===== config.mk =====
export PLATFORM = sky130hd
export DESIGN_NAME = output_mat_serializer
export DESIGN_NICKNAME = d
export VERILOG_FILES = /design/src/rtl/output_mat_serializer.sv
export SDC_FILE = /design/constraint.sdc
export NUM_CORES = 1
export LEC_CHECK = 0
export ABC_AREA = 1
export CELL_PAD_IN_SITES_DETAIL_PLACEMENT = 0
export CELL_PAD_IN_SITES_GLOBAL_PLACEMENT = 1
export CORE_ASPECT_RATIO = 1.2
export CORE_MARGIN = 3
export CORE_UTILIZATION = 39
export DETAILED_ROUTE_END_ITERATION = 7
export GPL_ROUTABILITY_DRIVEN = 0
export GPL_TIMING_DRIVEN = 0
export PLACE_DENSITY = 0.79
export SETUP_SLACK_MARGIN = 0.2
export SLEW_MARGIN = 5
export SYNTH_ARGS = -nofsm -noshare
export SYNTH_HDL_FRONTEND = slang
export SYNTH_SLANG_ARGS = --single-unit
export TNS_END_PERCENT = 5

===== constraint.sdc =====
create_clock -name clk -period 2.8 [get_ports clk]
set_input_delay 0.56 -clock clk [delete_from_list [all_inputs] [get_ports clk]]
set_output_delay 0.56 -clock clk [all_outputs]
set_load 0.01 [all_outputs]

===== src/rtl/output_mat_serializer.sv =====
// Drains a captured 8x8 matrix as sixteen 4-element words to a RAM write port
// using a valid/ready handshake, then pulses done for one cycle.
module output_mat_serializer #(
  parameter int DATA_WIDTH = 8,
  parameter int BANK_DEPTH = 8,
  parameter int ADDR_WIDTH = 6
) (
  input  logic                                                  clk,
  input  logic                                                  reset,
  input  logic                                                  start,
  input  logic                                                  abort,
  input  logic [ADDR_WIDTH-1:0]                                 base_addr,
  input  logic [BANK_DEPTH-1:0][BANK_DEPTH-1:0][DATA_WIDTH-1:0] mat_in,
  output logic [4*DATA_WIDTH-1:0]                               out_data,
  output logic [ADDR_WIDTH-1:0]                                 out_addr,
  output logic                                                  out_valid,
  input  logic                                                  out_ready,
  output logic                                                  busy,
  output logic                                                  done
);

  localparam int WORDS = BANK_DEPTH * BANK_DEPTH / 4;
  localparam int K_W   = $clog2(WORDS);
  localparam int RW    = $clog2(BANK_DEPTH);
  localparam logic [K_W-1:0] LAST_K = K_W'(WORDS - 1);

  typedef logic [BANK_DEPTH-1:0][BANK_DEPTH-1:0][DATA_WIDTH-1:0] mat_t;
  typedef enum logic [1:0] {IDLE, SEND, DONE} state_t;

  state_t                state;
  mat_t                  shadow;
  logic [ADDR_WIDTH-1:0] base_reg;
  logic [K_W-1:0]        k;
  logic [K_W-1:0]        k_next;

  assign k_next = k + K_W'(1);
  assign busy   = (state != IDLE);

  // Word idx covers row idx/2; its low bit picks the column half.
  // The lowest column lands in the most significant element slot.
  function automatic logic [4*DATA_WIDTH-1:0] pack_word(input mat_t m, input logic [K_W-1:0] idx);
    logic [4*DATA_WIDTH-1:0] w;
    logic [RW-1:0]           row;
    logic [RW-1:0]           col;
    w   = '0;
    row = idx[K_W-1:1];
    for (int j = 0; j < 4; j++) begin
      col = {idx[0], 2'(j)};
      w[(3-j)*DATA_WIDTH +: DATA_WIDTH] = m[row][col];
    end
    return w;
  endfunction

  always_ff @(posedge clk or negedge reset) begin
    if (!reset) begin
      state     <= IDLE;
      shadow    <= '0;
      base_reg  <= '0;
      k         <= '0;
      out_data  <= '0;
      out_addr  <= '0;
      out_valid <= 1'b0;
      done      <= 1'b0;
    end else begin
      case (state)
        IDLE: begin
          done <= 1'b0;
          if (start && !abort) begin
            shadow    <= mat_in;
            base_reg  <= base_addr;
            k         <= '0;
            out_data  <= pack_word(mat_in, '0);
            out_addr  <= base_addr;
            out_valid <= 1'b1;
            state     <= SEND;
          end
        end
        SEND: begin
          // Abort outranks a transfer on the same edge.
          if (abort) begin
            out_valid <= 1'b0;
            state     <= IDLE;
          end else if (out_ready) begin
            if (k == LAST_K) begin
              out_valid <= 1'b0;
              done      <= 1'b1;
              state     <= DONE;
            end else begin
              k        <= k_next;
              out_data <= pack_word(shadow, k_next);
              out_addr <= base_reg + ADDR_WIDTH'(k_next);
            end
          end
        end
        DONE: begin
          done  <= 1'b0;
          state <= IDLE;
        end
        default: begin
          out_valid <= 1'b0;
          done      <= 1'b0;
          state     <= IDLE;
        end
      endcase
    end
  end

endmodule


==> flow_summary.toml <==
[outcome]
status = "finished clean"

[layout]
design_area_mm2 = 0.0362
finalNonFillerCells = 4616
fin_nets = 4176
regMostFlops = "shadow"
drive_gt1_share_pct = 15.4
area_growth_syn_to_layout_pct = 33.8
largest_reg_flops = 512
top_regs = "shadow: 512 flops, out_data: 32 flops"

[critical_path]
worst_ep_arrival_time_ns = 3.26
critPathMaxStageDelay_ns = 0.45
critPathMaxFanout = 10
reg2reg_setup_slack_ns = 0.11
cp_common_cell = "nand2_1"
cp-end-kind = "flop"
startpoint_type = "flop"
crit_chain = "ha_4, buf_12, buf_8, buf_6, buf_4, nand2_1, o21ai_0, nand2_1, nand3_1, nand3_2, nand3_1, nand2_1, nand2_1"
required_ns = 3.36
crit_slowest_cell = "dfrtp_2"
crit_type = "flop to flop"

[cts]
ctsLongestPathBuffers = 3
cts_root_buf = "clkbuf_16"
clock_latency_ns = 0.64
path_clk_slew_ns = 0.06
numCtsBuffers = 61
post_cts_buffers = 0
cts_tree = "done"
cts.sinks = 564
htreeDepth = 2

[worst_hold_path]
hold_path_class = "flop to flop"

[logic_synthesis]
syn_nets = 3544
ys_types = 31
ys_warn_count = 0
avgSynthCellArea_um2 = 8.97
synth_seq_cells = 564
ys_seq_area_share_pct = 52.2
netlist_area_mm2 = 0.0270
syn_inst = 3014

[power]
ir_drop_mv = 0.500
p_leak_nw = 16.8
p_per_area_mw_per_mm2 = 771

[sta]
max_slew_margin_pct = 26.3
worst_pin_slew_ns = 1.11
rsz0062_at_grt = "true"
worst_slack_ns = 0.106
hold_violations = 0
finalSetupViolCount = 0
fin_hold_ws_ns = 0.478
skew_ns = 0.0206
slew_viol_final = 0
setup_tns_ns = 0
max_freq_mhz = 371
post-route-period-util_pct = 96.2
period_needed_ns = 2.69

[die]
initial_core_util_pct = 39.5
die_w_um = 246
core_area_mm2 = 0.0684
die_y_um = 294
io_pins = 564
rows = 105
die_area_mm2 = 0.0725

[global_route]
overflow = 0
grt_max_degree = 114
grt_pass1_vias = 24200
grt_antenna_before_repair = 26
grt_pass1_wl_um = 161000
grt.total_usage_pct = 30.7

[routing]
drc = 0
drt_iter0_drc = 1797
vias_per_cell = 5.18
drt_wl_total_um = 113000
ant_nets = 0
via_count = 23900
wl_per_cell_um = 24.5
first_pass_iters = 5

[placement]
post-place-cells = 4491
place_area_mm2 = 0.0339
preCtsSetupSlack_ns = -0.217
numPortBuffers = 563
dp_hpwl_um = 87300

[flow_run]
maxCapViolCount = 0
## through the flow
stage | util, % | power [mW]
after detailed placement | 49.6 | 19.7
after floorplan | - | 15.7
after CTS | 52.7 | 27.9
after global routing | 52.8 | 29.3
final | 52.8 | 27.9
after global placement | 49.4 | 19.6
## logic make-up (layout without fill, tap and decap cells)
logic type,after synthesis,after routing,synth area share [%]
muxes,297,297,12.7
xor gates and xnor gates,3,3,0.0972
AOI/OAI and AO/OA,459,459,8.53
and+or+nand+nor,1245,1245,18.5
adders and majority gates,7,7,0.352
DFF,564,564,52.2
other,0,16,0
buffers and inverters,439,1116,7.71
## metal layers
metal,vias to the layer above,track usage (%),part of all wire [%]
met1,11800,38.0,40
met3,208,6.09,6.7
met4,16,13.7,4.6
li1,11000,-,-
met2,829,51.8,49
met5,-,0,0.097
## critical path: cells and delay by family, from the launching register on
kind            cells  cell delay (ns)
compound gates      1             0.10
fa+ha+maj           1             0.31
buf+inv             4             0.82
flops               1             0.45
simple gates        7             0.93
## synthesized netlist by cell type
cell / number / area (um^2)
nand2_1: 818 / 3070
dfrtp_1: 564 / 14100
mux2_2: 267 / 3010
inv_1: 234 / 878
o21ai_0: 229 / 1150
nand3_1: 227 / 1140
a21oi_1: 223 / 1120
nor2_1: 191 / 717
buf_2: 88 / 440
clkbuf_1: 56 / 210
buf_6: 26 / 293
buf_4: 24 / 180
mux2_4: 20 / 300
mux2_1: 10 / 113
buf_1: 6 / 22.5
ha_1: 6 / 75.1
nand4_1: 4 / 25.0
a31oi_1: 3 / 18.8
inv_2: 2 / 7.51
nand3_2: 2 / 20.0
nor2_2: 2 / 12.5
o21ai_1: 2 / 10.0
xor2_1: 2 / 17.5
buf_12: 1 / 20.0
buf_8: 1 / 15.0
fa_1: 1 / 20.0
inv_12: 1 / 16.3
nand2_2: 1 / 6.26
o211ai_1: 1 / 7.51
o22ai_1: 1 / 6.26
xnor2_1: 1 / 8.76
## where the power goes
| part | internal (mW) | switching [mW] | total [mW] | leakage [nW] |
|---|---|---|---|---|
| logic | 3.73 | 5.28 | 9.01 | 9.25 |
| clock network | 4.70 | 3.44 | 8.14 | 0.985 |
| registers | 9.87 | 0.861 | 10.7 | 6.51 |
| total | 18.3 | 9.58 | 27.9 | 16.8 |
## path summary, 6_finish.rpt
kind	startpoint	endpoint	depth (start not counted)
min in group asynchronous	reset	shadow[462]	2
min	out_data[29]	out_data[29]	2
max reg2reg	k[1]	out_data[22]	13
max	k[1]	out_data[22]	13
min reg2reg	out_data[29]	out_data[29]	2
max in group asynchronous	reset	shadow[489]	4
## layout by cell type (no fill, tap or decap), drive strengths merged, types with 6 or more instances in the layout
master	instances
ha	6
nand3	229
clkinv	7
nand2	819
diode	16
clkbuf	155
mux2	297
inv	237
clkdlybuf4s50	562
nor2	193
buf	152
o21ai	231
dfrtp	564
a21oi	223
## layout make-up
cell class,instances,area (um^2)
Tap cell,909,1140
Clock buffer,99,1910
Antenna cell,16,40.0
Inverter,237,906
Fill cell,6568,32300
Clock inverter,9,73.8
Multi-Input combinational cell,2011,11000
Sequential cell,564,14100
Timing Repair Buffer,569,5790
Buffer,202,1230
## repair_timing
action / CTS / global route
hold buffers: 1 / 0
setup endpoints to repair: 35 / 37
endpoints found under the hold margin: 74 / 0
resized for setup: 28 / 22
Note: power is estimated with default switching activity, not from simulation.
